<file path="config.mk">
export PLATFORM = sky130hd
export DESIGN_NAME = timer_unit
export DESIGN_NICKNAME = d
export VERILOG_FILES = /design/src/rtl/timer_pkg.sv /design/src/rtl/timer_prescaler.sv /design/src/rtl/timer_unit.sv
export SDC_FILE = /design/constraint.sdc
export NUM_CORES = 1
export LEC_CHECK = 0
export ABC_AREA = 0
export CORE_MARGIN = 5
export CORE_UTILIZATION = 31
export CTS_CLUSTER_SIZE = 12
export DETAILED_ROUTE_END_ITERATION = 6
export SYNTH_ARGS = -nofsm -noshare
export SYNTH_HDL_FRONTEND = slang
export SYNTH_HIERARCHICAL = 1
export SYNTH_SLANG_ARGS = --single-unit
</file>
<file path="constraint.sdc">
create_clock -name clk -period 6.14 [get_ports clk]
set_input_delay 1.228 -clock clk [delete_from_list [all_inputs] [get_ports clk]]
set_output_delay 1.228 -clock clk [all_outputs]
set_load 0.05 [all_outputs]
</file>
<file path="src/rtl/timer_pkg.sv">
// Shared encodings, register offsets and CTRL field positions for timer_unit.
// Defining TIMER_PRESCALE_EN adds the writable PS field CTRL[7:4].
package timer_pkg;

   typedef enum logic [1:0] {
      ST_IDLE = 2'd0,
      ST_LOAD = 2'd1,
      ST_CNT  = 2'd2,
      ST_INT  = 2'd3
   } timer_state_e;

   localparam logic [1:0] OFS_CTRL   = 2'd0;
   localparam logic [1:0] OFS_PRESET = 2'd1;
   localparam logic [1:0] OFS_COUNT  = 2'd2;

   localparam int CTRL_EN       = 0;
   localparam int CTRL_MODE_LSB = 1;
   localparam int CTRL_IM       = 3;
   localparam int CTRL_PS_LSB   = 4;

   localparam logic [1:0] MODE_RELOAD = 2'b01;

`ifdef TIMER_PRESCALE_EN
   localparam logic [31:0] CTRL_WMASK = 32'h0000_00FF;
`else
   localparam logic [31:0] CTRL_WMASK = 32'h0000_000F;
`endif

   // Modes 1x behave as one-shot, so only the exact 01 pattern reloads.
   function automatic logic is_reload(input logic [1:0] mode);
      return mode == MODE_RELOAD;
   endfunction

endpackage

</file>
<file path="src/rtl/timer_prescaler.sv">
// Divides the counting phase into ticks, one every 2^PS enabled cycles.
// Only instantiated by timer_unit when TIMER_PRESCALE_EN is defined.
module timer_prescaler (
   input  logic       i_clk,
   input  logic       i_rst_n,
   input  logic       i_clr,
   input  logic       i_en,
   input  logic [3:0] i_ps,
   output logic       o_tick
);

   logic [14:0] r_div;
   logic [15:0] w_period;
   logic        w_last;

   assign w_period = 16'd1 << i_ps;
   assign w_last   = ({1'b0, r_div} == (w_period - 16'd1));
   assign o_tick   = i_en & w_last;

   always_ff @(posedge i_clk) begin
      if (!i_rst_n || i_clr) begin
         r_div <= '0;
      end else if (i_en) begin
         r_div <= w_last ? '0 : r_div + 15'd1;
      end
   end

endmodule

</file>
<file path="src/rtl/timer_unit.sv">
// Memory-mapped down-counting timer with one-shot / auto-reload modes and masked IRQ.
// Optional CTRL[7:4] prescaler is built when TIMER_PRESCALE_EN is defined.
module timer_unit
   import timer_pkg::*;
#(
   parameter logic [31:0] RST_PRESET = 32'h0000_0000
) (
   input  logic        clk,
   input  logic        reset,
   input  logic [29:0] Addr,
   input  logic        WE,
   input  logic [31:0] Din,
   output logic [31:0] Dout,
   output logic        IRQ
);

   timer_state_e r_state;
   logic [31:0]  r_ctrl;
   logic [31:0]  r_preset;
   logic [31:0]  r_count;
   logic         r_int_flag;

   logic         w_tick;
   logic         w_wr_ctrl;
   logic         w_wr_preset;
   logic         w_addr_unused;

   assign w_wr_ctrl     = WE && (Addr[1:0] == OFS_CTRL);
   assign w_wr_preset   = WE && (Addr[1:0] == OFS_PRESET);
   assign w_addr_unused = ^Addr[29:2];

`ifdef TIMER_PRESCALE_EN
   timer_prescaler u_prescaler (
      .i_clk   (clk),
      .i_rst_n (reset),
      .i_clr   (r_state == ST_LOAD),
      .i_en    (r_state == ST_CNT),
      .i_ps    (r_ctrl[CTRL_PS_LSB +: 4]),
      .o_tick  (w_tick)
   );
`else
   assign w_tick = 1'b1;
`endif

   // The flag is raised on entry to INT so IRQ is visible while the FSM sits in INT.
   always_ff @(posedge clk) begin
      if (!reset) begin
         r_state    <= ST_IDLE;
         r_ctrl     <= '0;
         r_preset   <= RST_PRESET;
         r_count    <= '0;
         r_int_flag <= 1'b0;
      end else begin
         case (r_state)
            ST_IDLE: begin
               if (r_ctrl[CTRL_EN]) r_state <= ST_LOAD;
            end
            ST_LOAD: begin
               r_count <= r_preset;
               r_state <= ST_CNT;
            end
            ST_CNT: begin
               if (!r_ctrl[CTRL_EN]) begin
                  r_state <= ST_IDLE;
               end else if (r_count == '0) begin
                  r_state    <= ST_INT;
                  r_int_flag <= 1'b1;
               end else if (w_tick) begin
                  r_count <= r_count - 32'd1;
               end
            end
            ST_INT: begin
               if (is_reload(r_ctrl[CTRL_MODE_LSB +: 2])) begin
                  r_int_flag <= 1'b0;
                  r_state    <= ST_LOAD;
               end else begin
                  r_ctrl[CTRL_EN] <= 1'b0;
                  r_state         <= ST_IDLE;
               end
            end
            default: r_state <= ST_IDLE;
         endcase

         // CPU writes come last so they override the hardware En clear.
         if (w_wr_ctrl) begin
            r_ctrl     <= Din & CTRL_WMASK;
            r_int_flag <= 1'b0;
         end
         if (w_wr_preset) r_preset <= Din;
      end
   end

   always_comb begin
      Dout = '0;
      case (Addr[1:0])
         OFS_CTRL:   Dout = r_ctrl;
         OFS_PRESET: Dout = r_preset;
         OFS_COUNT:  Dout = r_count;
         default:    Dout = '0;
      endcase
   end

   assign IRQ = r_ctrl[CTRL_IM] & r_int_flag;

endmodule
</file>
==> metrics.md <==
| Metric | Value |
|---|---|
| Period utilization | `82.91%` |
| Yosys cell types | `52` |
| Avg Inst Size Synth | `about 7.4 µm²` |
| Synthesis Warnings | `6` |
| Starting Density | `a little under a third` |
| Crit Path Max Fanout | `15` |
| Synth area leaders | `dfxtp_1, nand2_1, a21oi_1, a22o_1, clkbuf_1` |
| Synthesis-to-layout area growth | `26.15%` |
| Clock Path Buffers | `2` |
| RePlAce Congestion | `roughly 0.86` |
| Hold WS | `0.4693 ns` |
| CTS tree | `built` |
| Setup TNS | `0 ns` |
| PortBufs | `a little under 70` |
| Worst slew margin | `roughly 23%` |
| Synth area leader | `dfxtp_1` |
| Antenna diodes | `0` |
| Pins Over Slew Limit | `0` |
| Initial antenna violation count | `0` |
| Register-to-register setup slack | `3.01 ns` |
| Final instance area | `approximately 0.0051 mm²` |
| Top Metal Used | `met4` |
| Layout net count | `649` |
| Post-route ant nets | `0` |
| H-tree levels | `3` |
| VDD IR max | `around 95 µV` |
| EDFF count, synth | `0` |
| Worst slew pin tran | `1.159 ns` |
| Synthesized area | `between 0.004 and 0.005 mm²` |
| Min cycle time layout | `5.091 ns` |
| First drt pass iteration count | `5` |
| Critical path origin | `Addr[1]` |
| Die Wd | `between 100 and 150 µm` |
| Die height | `124.1 µm` |
| Worst R2R End | `r_count[20]$_SDFFE_PN0P_` |
| Status | `finished, final reports clean` |
| Post-Syn Instances | `around 550` |
| Crit path kind | `input pin to output port` |
| Root Driver | `clkbuf_16` |
| FF-to-FF Start | `r_count[0]$_SDFFE_PN0P_` |
| Syn nets | `roughly 610` |
| Area after DPL | `about 0.0048 mm²` |
| Grt ovf | `0` |
| Routed wire length | `~13,000 µm` |
| Wire length on met3 | `about 940 µm` |
| Post_cts resized | `0` |
| DP HPWL | `about 8600 µm` |
| Top-area cell type share of the netlist area | `between 30% and 40%` |
| Max_cap viols | `0` |
| Met2 wire length | `about 6000 µm` |
| Latest clock arrival within the worst-skew pair | `between 0.3 and 0.4 ns` |
| Finish-stage setup viols | `0` |
| CP Capture Point | `Dout[20]` |
| Core Area | `0.01272 mm²` |
| Leak | `1.747 nW` |
| Vias in the first global route | `just over 4k` |
| Total CTS buffers | `9` |
| First-pass GRT wire length | `20,770 µm` |
| DRC violations left | `0` |
| Design Power | `around 1.1 mW` |
| Setup bufs post-CTS | `0` |
| Global Route Usage Sum | `approximately 17%` |
| Largest net degree at the start of global routing | `64` |
| Post-synth top flop | `dfxtp_1` |
| Clk pin slew, worst setup/hold paths | `roughly 0.05 ns` |
| DIE AREA | `around 0.015 mm²` |
| Sequential share of the synthesized area | `between 30% and 40%` |
| Per-cell routed wire length | `16.78 µm` |
| Worst Hold Class | `flip-flop to flip-flop` |
| #FFs+latches synth | `slightly above 70` |
| Critical path endpoint category | `output port` |
| Num rows | `slightly above 40` |
| Hold-fix buffers, CTS | `0` |
| RSZ-0062 raised after global routing | `no` |
| Top Ports | `between 90 and 100` |
| Peak Freq | `between 150 and 200 MHz` |
| Ys async rst share | `0%` |
| Hold path start | `r_ctrl[1]$_SDFFE_PN0P_` |
| Vias per inst | `about 5.7` |
| Clock skew | `0.007318 ns` |
| Critical path data arrival time | `3.86 ns` |
| Layout cells sized above 1 | `between 5 and 6%` |
| Pwr Density | `roughly 220 mW/mm²` |
| Critical Path RT | `approximately 5 ns` |
| Vias | `approximately 4.3k` |
| Critical Path Start Type | `input pin` |
| Met1 Wirelength | `approximately 5800 µm` |
| Detailed Route Iter0 Violations | `441` |
| Cell count of the worst reg-to-reg path | `7` |
| Sink Count | `71` |
| Fin. Hold Viols | `0` |
==> cell type report <==
type / instances / area, µm²
clock inverter: 6 / 60.06
inverter: 5 / 18.77
fill: 1375 / 7627
clock buffer: 10 / 239.0
timing repair buffer: 77 / 750.7
tap: 172 / 215.2
sequential: 71 / 1421
multi-input combinational: 419 / 2390
==> layout by cell type (no fill, tap or decap), types with 2 or more instances in the layout <==
cell type	instances
o311ai_0	2
nand2b_1	5
a22oi_1	9
o22ai_1	9
o32ai_1	15
and3_1	2
clkbuf_16	9
or3_1	5
nor4_1	8
o31ai_1	2
a32oi_1	8
a22o_1	29
dfxtp_1	71
nor2_1	26
a31o_2	2
clkinv_2	3
nand2_1	125
o21ai_0	12
nor4b_1	2
or2_2	2
nand3_1	15
nor3_1	13
and2_1	6
a21oi_1	67
nor2b_2	3
o21a_1	2
o221ai_1	2
clkdlybuf4s50_1	69
buf_4	8
a2bb2oi_1	4
or4_1	4
clkinvlp_4	2
nor2b_1	3
mux2i_1	6
nand4_1	6
a32o_1	2
a31oi_1	8
inv_1	4
and4_1	2
==> worst max-delay path, stage by stage <==
cell and delay (ns):
clkdlybuf4s50_1 0.67, nor2b_2 0.63, buf_4 0.34, a22o_1 0.18, clkdlybuf4s50_1 0.81
==> layer usage <==
layer  up-vias  track usage [%]
met5         -                0
met4         0            5.407
met3        15            3.088
met2       184            27.50
met1      2023            22.46
li1       2088                -
==> stage by stage <==
stage	worst slack, ns	util, %	std cells
after floorplan	2.202	-	546
after global placement	1.040	37.70	744
after detailed placement	1.029	37.70	744
after CTS	1.026	40.05	760
after global routing	0.8703	40.05	760
final	1.049	40.05	760
==> synthesized netlist by cell type, types with 2 or more instances <==
cell       number
o221ai_1        2
nand3_1        15
o31ai_1         2
nor2_1         26
a2bb2oi_1       4
inv_1           4
buf_6           2
buf_2           2
dfxtp_1        71
o311ai_0        2
and2_1          6
mux2i_1         6
nand2_1       125
nand2b_1        5
a31o_2          2
nor3_1         13
or3_1           5
clkbuf_1       43
a21oi_1        67
o21ai_0        12
a22o_1         29
or4_1           4
o22ai_1         9
or2_2           2
nand4_1         6
a22oi_1         9
o32ai_1        15
nor4b_1         2
a31oi_1         8
and3_1          2
a32o_1          2
nor2b_1         6
buf_4           2
buf_1           2
nor4_1          8
o21a_1          2
a32oi_1         8
and4_1          2
==> state kept, by name (all words and copies together), names as in the netlist <==
register    cells
r_preset       32
r_count        32
r_ctrl          4
r_state         2
r_int_flag      1
==> power breakdown <==
| group | total (mW) | internal (mW) | switching (mW) |
|---|---|---|---|
| Clock | 0.528 | 0.323 | 0.205 |
| Combinational | 0.114 | 0.0471 | 0.0672 |
| Sequential | 0.478 | 0.469 | 0.00840 |
| Total | 1.12 | 0.840 | 0.281 |
==> kinds of logic (layout without fill, tap and decap cells) <==
| group | Yosys count | in the layout | share of synthesized area, % |
|---|---|---|---|
| buffers and inverters | 56 | 98 | 5.824 |
| AO/OA/AOI/OAI | 180 | 180 | 30.30 |
| AND/OR/NAND/NOR | 232 | 232 | 26.89 |
| flip-flops | 71 | 71 | 35.19 |
| adder cells (fa/ha/maj) | 1 | 1 | 0.3097 |
| multiplexers | 6 | 6 | 1.487 |
==> how the worst min path moves through the flow <==
stage,to,depth (start not counted)
2_1_floorplan,r_count[23]$_SDFFE_PN0P_,2
3_3_place_gp,r_ctrl[1]$_SDFFE_PN0P_,2
3_5_place_dp,r_ctrl[1]$_SDFFE_PN0P_,2
4_1_cts,r_ctrl[1]$_SDFFE_PN0P_,2
5_1_grt,r_preset[31]$_SDFFE_PN0P_,2
6_report,r_ctrl[1]$_SDFFE_PN0P_,2
Power figures use the tool's default switching activity.
